**src/rtl/snic_axis_pkg.sv**
```systemverilog
// Shared AXI-Stream widths, arbiter state type and the round-robin pick helper
// used by the snic TX packet arbiter.
package snic_axis_pkg;

   localparam int unsigned SNIC_AXIS_DATA_W = 512;
   localparam int unsigned SNIC_AXIS_KEEP_W = 64;
   localparam int unsigned RR_MAX_PORTS     = 32;

   typedef enum logic {IDLE, BUSY} arb_state_t;

   // First requester after 'last' in circular order; returns 'last' when nobody requests.
   function automatic int unsigned rr_pick(input logic [RR_MAX_PORTS-1:0] req,
                                           input int unsigned last,
                                           input int unsigned num);
      int unsigned idx;
      int unsigned pick;
      logic        found;
      pick  = last;
      found = 1'b0;
      for (int unsigned i = 1; i <= RR_MAX_PORTS; i++) begin
         idx = last + i;
         if (idx >= num) idx = idx - num;
         if (i <= num && !found && req[idx[4:0]]) begin
            pick  = idx;
            found = 1'b1;
         end
      end
      return pick;
   endfunction

endpackage

```
**src/rtl/snic_axis_reg_slice.sv**
```systemverilog
// One-entry AXI-Stream output register: accepts a beat whenever it is empty or
// being drained, and holds its payload stable while stalled.
module snic_axis_reg_slice #(
   parameter int unsigned DATA_WIDTH = 512,
   parameter int unsigned KEEP_WIDTH = 64,
   parameter int unsigned DEST_WIDTH = 1
) (
   input  logic                  clk,
   input  logic                  rst,
   input  logic [DATA_WIDTH-1:0] in_data,
   input  logic [KEEP_WIDTH-1:0] in_keep,
   input  logic                  in_last,
   input  logic [DEST_WIDTH-1:0] in_dest,
   input  logic                  in_valid,
   output logic                  in_ready,
   output logic [DATA_WIDTH-1:0] out_data,
   output logic [KEEP_WIDTH-1:0] out_keep,
   output logic                  out_last,
   output logic [DEST_WIDTH-1:0] out_dest,
   output logic                  out_valid,
   input  logic                  out_ready
);

   assign in_ready = !out_valid || out_ready;

   always_ff @(posedge clk) begin
      if (rst) begin
         out_data  <= '0;
         out_keep  <= '0;
         out_last  <= 1'b0;
         out_dest  <= '0;
         out_valid <= 1'b0;
      end else if (in_valid && in_ready) begin
         out_data  <= in_data;
         out_keep  <= in_keep;
         out_last  <= in_last;
         out_dest  <= in_dest;
         out_valid <= 1'b1;
      end else if (out_ready) begin
         out_valid <= 1'b0;
      end
   end

endmodule

```
**src/rtl/snic_tx_pkt_arbiter.sv**
```systemverilog
// Packet-atomic round-robin merge of NUM_PORTS TX AXI-Stream sources onto one
// net TX port; each output beat carries its source index on tdest.
module snic_tx_pkt_arbiter
   import snic_axis_pkg::*;
#(
   parameter int unsigned NUM_PORTS  = 2,
   parameter int unsigned DATA_WIDTH = SNIC_AXIS_DATA_W,
   parameter int unsigned KEEP_WIDTH = DATA_WIDTH / 8,
   parameter int unsigned DEST_WIDTH = (NUM_PORTS > 2) ? $clog2(NUM_PORTS) : 1,
   parameter int unsigned CNT_WIDTH  = 32
) (
   input  logic                            clk_250mhz,
   input  logic                            clk_250mhz_rst,
   input  logic [NUM_PORTS*DATA_WIDTH-1:0] s_axis_tdata,
   input  logic [NUM_PORTS*KEEP_WIDTH-1:0] s_axis_tkeep,
   input  logic [NUM_PORTS-1:0]            s_axis_tlast,
   input  logic [NUM_PORTS-1:0]            s_axis_tvalid,
   output logic [NUM_PORTS-1:0]            s_axis_tready,
   output logic [DATA_WIDTH-1:0]           m_axis_tdata,
   output logic [KEEP_WIDTH-1:0]           m_axis_tkeep,
   output logic                            m_axis_tlast,
   output logic [DEST_WIDTH-1:0]           m_axis_tdest,
   output logic                            m_axis_tvalid,
   input  logic                            m_axis_tready,
   output logic [NUM_PORTS*CNT_WIDTH-1:0]  pkt_cnt
);

   arb_state_t                  state, state_next;
   logic [DEST_WIDTH-1:0]       grant, grant_next;
   logic [DEST_WIDTH-1:0]       last_grant, last_grant_next;
   logic [DATA_WIDTH-1:0]       in_data;
   logic [KEEP_WIDTH-1:0]       in_keep;
   logic                        in_last;
   logic                        in_valid;
   logic                        in_ready;
   logic                        cnt_inc;
   logic [NUM_PORTS*CNT_WIDTH-1:0] cnt;

   always_comb begin
      state_next      = state;
      grant_next      = grant;
      last_grant_next = last_grant;
      s_axis_tready   = '0;
      in_valid        = 1'b0;
      cnt_inc         = 1'b0;
      in_data         = s_axis_tdata[grant*DATA_WIDTH +: DATA_WIDTH];
      in_keep         = s_axis_tkeep[grant*KEEP_WIDTH +: KEEP_WIDTH];
      in_last         = s_axis_tlast[grant];
      case (state)
         IDLE: begin
            if (|s_axis_tvalid) begin
               grant_next = DEST_WIDTH'(rr_pick(RR_MAX_PORTS'(s_axis_tvalid),
                                                32'(last_grant), NUM_PORTS));
               state_next = BUSY;
            end
         end
         BUSY: begin
            // Held low during reset so a source never sees a beat taken that the flush discards.
            s_axis_tready[grant] = in_ready && !clk_250mhz_rst;
            in_valid             = s_axis_tvalid[grant];
            if (in_valid && in_ready && in_last) begin
               cnt_inc         = 1'b1;
               last_grant_next = grant;
               state_next      = IDLE;
            end
         end
         default: state_next = IDLE;
      endcase
   end

   always_ff @(posedge clk_250mhz) begin
      if (clk_250mhz_rst) begin
         state      <= IDLE;
         grant      <= '0;
         last_grant <= DEST_WIDTH'(NUM_PORTS - 1);
         cnt        <= '0;
      end else begin
         state      <= state_next;
         grant      <= grant_next;
         last_grant <= last_grant_next;
         for (int unsigned i = 0; i < NUM_PORTS; i++) begin
            if (cnt_inc && grant == DEST_WIDTH'(i))
               cnt[i*CNT_WIDTH +: CNT_WIDTH] <= cnt[i*CNT_WIDTH +: CNT_WIDTH] + 1'b1;
         end
      end
   end

   assign pkt_cnt = cnt;

   snic_axis_reg_slice #(
      .DATA_WIDTH (DATA_WIDTH),
      .KEEP_WIDTH (KEEP_WIDTH),
      .DEST_WIDTH (DEST_WIDTH)
   ) u_out_slice (
      .clk       (clk_250mhz),
      .rst       (clk_250mhz_rst),
      .in_data   (in_data),
      .in_keep   (in_keep),
      .in_last   (in_last),
      .in_dest   (grant),
      .in_valid  (in_valid),
      .in_ready  (in_ready),
      .out_data  (m_axis_tdata),
      .out_keep  (m_axis_tkeep),
      .out_last  (m_axis_tlast),
      .out_dest  (m_axis_tdest),
      .out_valid (m_axis_tvalid),
      .out_ready (m_axis_tready)
   );

endmodule

```
**config.mk**
```make
export PLATFORM = sky130hd
export DESIGN_NAME = snic_tx_pkt_arbiter
export DESIGN_NICKNAME = d
export VERILOG_FILES = /design/src/rtl/snic_axis_pkg.sv /design/src/rtl/snic_axis_reg_slice.sv /design/src/rtl/snic_tx_pkt_arbiter.sv
export SDC_FILE = /design/constraint.sdc
export NUM_CORES = 1
export LEC_CHECK = 0
export ABC_CLOCK_PERIOD_IN_PS = 6700
export CAP_MARGIN = 20
export CORE_AREA = 2 2 696 698
export CTS_BUF_LIST = sky130_fd_sc_hd__clkbuf_16
export DETAILED_ROUTE_END_ITERATION = 10
export DIE_AREA = 0 0 698 700
export DONT_BUFFER_PORTS = 1
export GPL_TIMING_DRIVEN = 0
export HOLD_SLACK_MARGIN = 0.02
export SLEW_MARGIN = 10
export SYNTH_ARGS = -nofsm -noshare
export SYNTH_HDL_FRONTEND = slang
export SYNTH_HIERARCHICAL = 1
export SYNTH_SLANG_ARGS = --single-unit
```
**constraint.sdc**
```tcl
create_clock -name clk_250mhz -period 6.7 [get_ports clk_250mhz]
set_clock_uncertainty 0.15 [all_clocks]
set_input_delay 1.34 -clock clk_250mhz [delete_from_list [all_inputs] [get_ports clk_250mhz]]
set_output_delay 1.34 -clock clk_250mhz [all_outputs]
set_load 0.01 [all_outputs]
```
Word-level counts from Yosys, hierarchy flattened
Cells that the tools add are included.
- bitwise logic cells: 3
- order comparisons: 6
- mux-type cells: 30
- $add $sub $neg: 6
- shifts and indexed selects: 2
- reduce and logical (&&, ||, !) cells: 16
- operators by type and width (kind ; count):
    1024-bit by 11-bit indexed part select with 512-bit output ; 1
    128-bit by 8-bit indexed part select with 64-bit output ; 1
    32-bit by 1-bit adder with 32-bit output (second input constant) ; 2
    5-bit two-way mux ; 6
    1-bit two-way mux ; 19
    5-bit by 6-bit less-than comparator with 1-bit output (second input constant) ; 2
    1-bit binary-select mux with 5-bit select ; 2
    1-bit logical AND ; 8
    2-bit AND reduction ; 2
    3-bit by 2-bit subtractor with 4-bit output (second input constant) ; 1
    1-bit by 2-bit adder with 3-bit output (second input constant) ; 1
    3-bit by 2-bit greater-or-equal comparator with 1-bit output (second input constant) ; 1
    1-bit zero test ; 3
    2-bit by 2-bit subtractor with 3-bit output (second input constant) ; 1
    1-bit by 1-bit adder with 2-bit output (second input constant) ; 1
    2-bit AND ; 1
    2-bit greater-or-equal comparator (second input constant) ; 1
    1-bit by 2-bit less-than comparator with 1-bit output (second input constant) ; 1
    2-bit two-way mux ; 1
    1-bit NOT ; 2
    1-bit case mux with 2 select lines ; 1
    2-bit nonzero test ; 1
    2-bit OR reduction ; 1
    1-bit demux with 1-bit select ; 1
    2 further kinds ; 2
- flip-flop bits (word level): 646
- bits of input ports: 1159
- word-level logic and storage cells: 73

Longest topological paths before layout
Gate-level depths: netlist (run 1).
- depth in word-level cells: 13
- depth in mapped cells: 11

By module
The synthesis (run 1) kept the hierarchy.
- modules (own cells, without submodules) (module ; area an instance (um^2) ; instances ; cells an instance ; sequential area each (um^2)):
    snic_axis_reg_slice ; 24694.9 ; 1 ; 2638 ; 11591.1
    snic_tx_pkt_arbiter ; 10022.1 ; 1 ; 1025 ; 1341.3

Least setup slack after synthesis (run 1)
Ideal clock, no wire load.
- path type: in2out
- start point: input port m_axis_tready
- end point: output port s_axis_tready[1]
- cell stages on the path: 7
- arrival time: 2.487 ns
- path slack: 2.723 ns
- path buffers: 4
- cell sequence: nand2b_4 -> buf_6 -> buf_6 -> buf_6 -> buf_2 -> nand2_1 -> nor3b_1
- cells in the longest elaborated chain, start to end: 4
- ends and longest elaborated chain (what ; line ; RTL):
    from (decl) ; snic_tx_pkt_arbiter.sv:24 ; input logic m_axis_tready,
    1-bit logical OR ; snic_axis_reg_slice.sv:24 ; assign in_ready = !out_valid || out_ready;
    via in_ready ; snic_tx_pkt_arbiter.sv:35 ; logic in_ready;
    1-bit logical AND ; snic_tx_pkt_arbiter.sv:59 ; s_axis_tready[grant] = in_ready && !clk_250mhz_rst;
    2-bit AND (no line) ; n/a ;
    2-bit two-way mux ; snic_tx_pkt_arbiter.sv:49 ; case (state)
    to (decl) ; snic_tx_pkt_arbiter.sv:18 ; output logic [NUM_PORTS-1:0] s_axis_tready,
The timed path passes the listed nets, and every way through them passes these cells.

Final worst setup path (run 1)
Ends and elaborated chain as after synthesis.

==> results_dict.tcl, run 1 <==
set metrics [dict create \
    syn_avg_cell_area_sq_um 9.48 \
    dpl.hpwl_mm 473 \
    via_per_inst 3.40 \
    postRouteAntennaNets 0 \
    r2r_cells 9 \
    initial_core_util_pct 7.22 \
    synth_warnings 6 \
    tightest_slew_ns 1.18 \
    grt_pass1_vias 31000 \
    final_max_slew_viol_count 0 \
    setup_viol_count_final 0 \
    ir_drop_v 0.000207 \
    post-route-util_pct 9.93 \
    critPathLaunchType "input pin" \
    synth_area_leaders "dfxtp_1 (37%), mux2_2 (19%), a21bo_2 (16%)" \
    ioPinCount 1804 \
    synth_edf_count 0 \
    wl_per_cell_um 48.9 \
    drt_first_pass_iters 6 \
    place_inst 10100 \
    synth_top_area_cell "dfxtp_1" \
    initialDrtViolationCount 3568 \
    portBuffers 0 \
    final-instance-count-excl-fill 10700 \
    cts_setup_buffers 0 \
    rsz0062_at_grt "no" \
    rows 255 \
    critPathMaxFanout 14 \
    maxCapViolations 0 \
    ys_seq_area_share_pct 37.3 \
    routed_wl_mm 522 \
    fin_crit_sh_pct 77.2 \
    async_reset_ff_share_pct 0 \
    hold_buffers 0 \
    overflow 0 \
    cts.htree.levels 3 \
    clock_sinks 646 \
    regToRegSetupSlack_ns 2.29 \
    core_sq_um 481000 \
    die_area_sq_um 489000 \
    cts_tree "built" \
    relSlewSlack_pct 21.3 \
    fin_crit_ns 5.17 \
    nets 4967 \
    gr-usage-all-layers_pct 20.4 \
    placed_cell_area_sq_um 43700 \
    antenna_found_initial 724 \
    timing.fmax_mhz 193 \
    fp.dieH_um 700 \
    syn_nets 4824 \
    crit_required_ns 5.21 \
    synth_top_area_share_pct 37.3 \
    num_vias 36300 \
    ys_types 40 \
    total_power_mw 12.0 \
    multi_input_area_sq_um 19900 \
    grt_pass1_wl_mm 591 \
    drc 0 \
    power_density_nw_per_um2 251 \
    grt_max_degree 15 \
    clk_path_buf_depth 4 \
    netlist_top_cells_count "dfxtp_1 (646), a21oi_1 (620), nand3_1 (596), mux2_2 (583), a21bo_2 (538)" \
    seq_area_sq_um 12900 \
    netlist_instances 3663 \
    min_path_cells 1 \
    cp.arrival_ns 3.68 \
    gp_congestion 1.08 \
    cts.clk_slew.worst_paths_ns 0.05 \
    cts.repair.resized 0 \
    synth_ff_type "dfxtp_1" \
    cts_buffers 97 \
    syn_area_sq_um 34700 \
    critPathKind "in2out" \
    syn_to_final_growth_pct 37.6 \
    synth.most_common_cell "dfxtp_1" \
    die_w_um 698 \
    finalHoldViolations 0 \
    fill_cells 56000 \
    p_leak_nw 14.4 \
    final_cell_area_sq_um 47800 \
    root_buffer "clkbuf_16" \
    ys_seq_elements 646 \
    status "finished, final reports clean" \
    hp-class "reg2reg" \
    clk_latency_ns 0.83 \
    cp-end-kind "output pin" \
    layout-drive-gt1-share_pct 41.1 \
]
layer usage:
metal / global-route usage [%] / up-vias / part of all wire (%)
met5: 0 / - / 0.45
met4: 7.10 / 338 / 4.2
met3: 12.9 / 1427 / 14
met2: 32.5 / 3282 / 45
met1: 22.0 / 17100 / 37
li1: - / 14200 / -
worst max-delay path, stage by stage:
cell and delay, ns:
nand2b_4 0.09, buf_6 0.17, buf_6 0.38, buf_6 0.32
buf_2 0.34, nand2_1 0.36, nor3b_1 0.53
metrics by stage:
| step | worst slack, ns | hold WS (ns) | setup TNS [ns] |
|---|---|---|---|
| after global placement | -0.387 | 0.298 | -0.745 |
| after floorplan | 2.72 | 0.286 | 0 |
| final | 1.53 | 0.319 | 0 |
| after detailed placement | 1.16 | 0.306 | 0 |
| after global routing | 1.32 | 0.371 | 0 |
| after CTS | 1.29 | 0.321 | 0 |
where the power goes:
group          total, mW  internal, mW  switching [mW]
combinational       2.09         0.744            1.34
clock               5.35          2.95            2.39
sequential          4.54          4.05           0.482
sequential cells by signal, summed over array words and instances (netlist names):
register               count
grant                      1
u_out_slice/out_keep      64
u_out_slice/out_last       1
state                      1
u_out_slice/out_data     512
u_out_slice/out_valid      1
u_out_slice/out_dest       1
pkt_cnt                   64
last_grant                 1
cell families (layout without fill, tap and decap cells):
| family | Yosys count | in the layout | share of synthesized area [%] |
|---|---|---|---|
| and+or+nand+nor | 750 | 750 | 11.3 |
| muxes | 585 | 585 | 19.0 |
| AOI/OAI and AO/OA | 1245 | 1245 | 26.5 |
| buffers and inverters | 420 | 637 | 5.51 |
| xor gates and xnor gates | 15 | 15 | 0.378 |
| adders and majority gates | 2 | 2 | 0.0721 |
| other | 0 | 376 | 0 |
| DFF | 646 | 646 | 37.3 |
layout by cell type, fill, tap and decap left out, drive strengths merged, types with 24 or more instances in the layout:
master / count
a21bo: 578
mux2: 583
nor2: 26
a21oi: 620
clkbuf: 279
or4: 29
dfxtp: 646
inv: 33
buf: 270
o31ai: 24
diode: 376
nand3: 598
clkinv: 39
area by class of cell:
class	count	area share, %
multi-input cells	2597	41.6
flip-flops and latches	646	27.1
well taps	6425	16.8
clock buffers	97	5.08
plain buffers	408	4.10
diodes	376	1.97
repair buffers	44	1.86
clock inverters	76	1.40
inverters	12	0.0943
worst paths after layout:
kind | from | end
max | m_axis_tready | s_axis_tready[1]
max reg2reg | grant | u_out_slice/out_data[98]
min reg2reg | last_grant | last_grant
min | last_grant | last_grant
Power figures use the tool's default switching activity.
==> run 2, diff against run 1 <==
--- a/config.mk
+++ b/config.mk
@@ -5,12 +5,13 @@
 export SDC_FILE = /design/constraint.sdc
 export NUM_CORES = 1
 export LEC_CHECK = 0
-export ABC_CLOCK_PERIOD_IN_PS = 6700
+export ABC_AREA = 1
+export ABC_CLOCK_PERIOD_IN_PS = 5000
 export CAP_MARGIN = 20
-export CORE_AREA = 2 2 696 698
+export CORE_AREA = 2 2 712 714
 export CTS_BUF_LIST = sky130_fd_sc_hd__clkbuf_16
 export DETAILED_ROUTE_END_ITERATION = 10
-export DIE_AREA = 0 0 698 700
+export DIE_AREA = 0 0 714 716
 export DONT_BUFFER_PORTS = 1
 export GPL_TIMING_DRIVEN = 0
 export HOLD_SLACK_MARGIN = 0.02
==> constraint.sdc (replaced) <==
create_clock -name clk_250mhz -period 5 [get_ports clk_250mhz]
set_clock_uncertainty 0.15 [all_clocks]
set_input_delay 1 -clock clk_250mhz [delete_from_list [all_inputs] [get_ports clk_250mhz]]
set_output_delay 1 -clock clk_250mhz [all_outputs]
set_load 0.01 [all_outputs]
==> run 2 against run 1 <==
Hold slack worse by 0.11 ns. Sequential share of layout area decreased by 0.63 points. Final cell count is 26% higher. Critical path depth down 1. Utilization is 0.22 points lower. Non-clock buffer count is 31 higher. Clock power rose by 29%. Critical endpoint unchanged. Largest cell class unchanged.
==> results_dict.tcl, run 2 <==
set metrics [dict create \
    status "finished, final reports clean" \
    crit_path_max_incr_delay_ns 0.55 \
    synth_top_area_share_pct 35.6 \
    synth_warnings 6 \
    synth_ff_type "dfxtp_1" \
    fill_cells 59800 \
    via_per_inst 3.41 \
    path_delay_family "buffers and inverters" \
    clock_sinks 646 \
    clkPwrFrac_pct 40.7 \
    num_vias 45800 \
    cts_buffers 95 \
    cp_cell_sequence "nand2_4 -> buf_6 -> buf_4 -> buf_2 -> nand2_1 -> nor3_1" \
    syn_area_sq_um 36400 \
    portBuffers 0 \
    drt_first_pass_iters 6 \
    finalHoldViolations 0 \
    grt_pass1_wl_mm 625 \
    rows 261 \
    cts.clk_slew.worst_paths_ns 0.07 \
    root_buffer "clkbuf_16" \
    grt_pass1_vias 39900 \
    fp.dieH_um 716 \
    gp_congestion 1.02 \
    fin_crit_ns 4.45 \
    power_density_nw_per_um2 345 \
    die_area_sq_um 511000 \
    rsz0062_at_grt "no" \
    routed_wl_mm 542 \
    p_switching_mw 6.69 \
    hp-class "in2reg" \
    nets 7502 \
    maxCapViolations 0 \
    ys_types 35 \
    cts.htree.levels 3 \
    ir_drop_v 0.000263 \
    relSlewSlack_pct 7.76 \
    cp.arrival_ns 3.30 \
    drc 0 \
    total_power_mw 16.9 \
    syn_avg_cell_area_sq_um 5.84 \
    ys_seq_area_share_pct 35.6 \
    setup_viol_count_final 0 \
    critPathLaunchType "flop" \
    async_reset_ff_share_pct 0 \
    overflow 0 \
    top_register "u_out_slice/out_data" \
    cts.repair.resized 0 \
    synth.most_common_cell "nand2_1" \
    p_int_mw 10.2 \
    final_max_slew_viol_count 0 \
    timing.fmax_mhz 224 \
    synth_edf_count 0 \
    final_cell_mix "nand2_1 (2451), nor2_1 (704), dfxtp_1 (646)" \
    cp-end-kind "output pin" \
    swShare_pct 39.6 \
    core_sq_um 504000 \
    gr-usage-all-layers_pct 20.3 \
    grt_max_degree 16 \
    syn_nets 7386 \
    clk_path_buf_depth 4 \
    cts_tree "built" \
    layout-drive-gt1-share_pct 9.05 \
    synth_top_area_cell "dfxtp_1" \
    syn_to_final_growth_pct 34.5 \
    fin_crit_sh_pct 89.1 \
    pwr-share-comb_pct 21.9 \
    antenna_found_initial 498 \
    clk_latency_ns 0.84 \
    crit_required_ns 3.85 \
    critPathBufInv 3 \
    netlist_top_cells_count "nand2_1 (2451), nor2_1 (704), dfxtp_1 (646), inv_1 (632), nand3_1 (630)" \
    p_leak_nw 21.5 \
    initialDrtViolationCount 4640 \
    worst_hold_slack_ns 0.210 \
    postRouteAntennaNets 0 \
    initial_core_util_pct 7.22 \
    cts_setup_buffers 0 \
    wl_per_cell_um 40.4 \
    synth_area_leaders "dfxtp_1 (36%), nand2_1 (25%), nand3_1 (8.7%)" \
    dpl.hpwl_mm 487 \
    slowest_stage "nor3_1" \
    critPathKind "reg2out" \
    largest_register_ffs 512 \
    netlist_instances 6225 \
    critPathMaxFanout 11 \
    die_w_um 714 \
    mostFrequentLayoutCell "nand2_1" \
    ys_seq_elements 646 \
    ioPinCount 1804 \
    seq_power_share_pct 37.4 \
    tightest_slew_ns 1.38 \
]
run 2: cell types whose count changed in the layout (fill, tap and decap cells not counted), moves of 34 or more:
cell	previous run	this run
buf_4	2	54
diode_2	376	291
nand2_1	23	2451
nand3_1	596	630
inv_1	24	642
buf_2	207	300
nor2_1	26	704
a21bo_1	40	0
a21bo_2	538	0
clkbuf_1	133	63
mux2_2	583	0
run 2: per-layer routing:
layer  global-route usage (%)  up-vias  part of all wire (%)
li1                         -    19800                     -
met1                     22.6    21400                    37
met2                     32.1     3256                    44
met3                     10.4     1095                    13
met4                     9.18      292                   5.8
met5                        0        -                  0.38
run 2: final timing paths:
path                            slack, ns  cells after the start                   endpoint                  start
worst max-delay path                 0.55                      6           s_axis_tready[1]  u_out_slice/out_valid
worst min-delay path                 0.21                      2                      state       s_axis_tvalid[1]
worst max register to register       0.82                     11  u_out_slice/out_data[255]                  grant
worst min register to register       0.32                      2                 last_grant             last_grant
run 2: final cells by class:
cell class / count / area, sq um / share of cell area [%]
well taps: 6706 / 8390 / 17.2
repair buffers: 19 / 420 / 0.859
clock buffers: 96 / 2400 / 4.91
flip-flops and latches: 646 / 12900 / 26.4
multi-input cells: 4479 / 18700 / 38.2
clock inverters: 71 / 566 / 1.16
plain buffers: 464 / 2420 / 4.95
diodes: 291 / 728 / 1.49
inverters: 636 / 2390 / 4.88
run 2: repair_timing:
| item | in CTS | in global routing |
|---|---|---|
| hold endpoints to repair | 1 | 0 |
| hold buffers | 1 | 0 |
| endpoints found under the setup margin | 0 | 0 |
run 2: per-stage QoR:
stage / TNS [ns] / cells / util, % / cell area (sq um) / setup slack (ns)
2_1_floorplan: 0 / 6225 / - / 36400 / 1.98
3_3_place_gp: -10.51 / 12900 / 8.89 / 44800 / -0.666
3_5_place_dp: 0 / 12900 / 8.98 / 45200 / 0.659
4_1_cts: 0 / 13100 / 9.57 / 48200 / 0.296
5_1_grt: 0 / 13300 / 9.66 / 48600 / 0.395
6_report: 0 / 13400 / 9.71 / 48900 / 0.546
run 2: kinds of logic (layout without fill, tap and decap cells):
logic type	Yosys count	after routing	synth area share, %
DFF	646	646	35.6
and+or+nand+nor	3839	3839	42.3
adders and majority gates	2	2	0.0688
AOI/OAI and AO/OA	628	628	8.69
buffers and inverters	1100	1286	13.1
other	0	291	0
xor gates and xnor gates	10	10	0.241
run 2: power groups by stage:
stage / clock network (mW) / registers [mW] / logic (mW)
4_1_cts: 7.09 / 6.31 / 3.76
3_5_place_dp: 0 / 6.42 / 3.75
2_1_floorplan: 0 / 6.05 / 1.78
5_1_grt: 7.24 / 6.34 / 3.99
3_3_place_gp: 0 / 6.42 / 3.70
6_report: 6.88 / 6.31 / 3.69
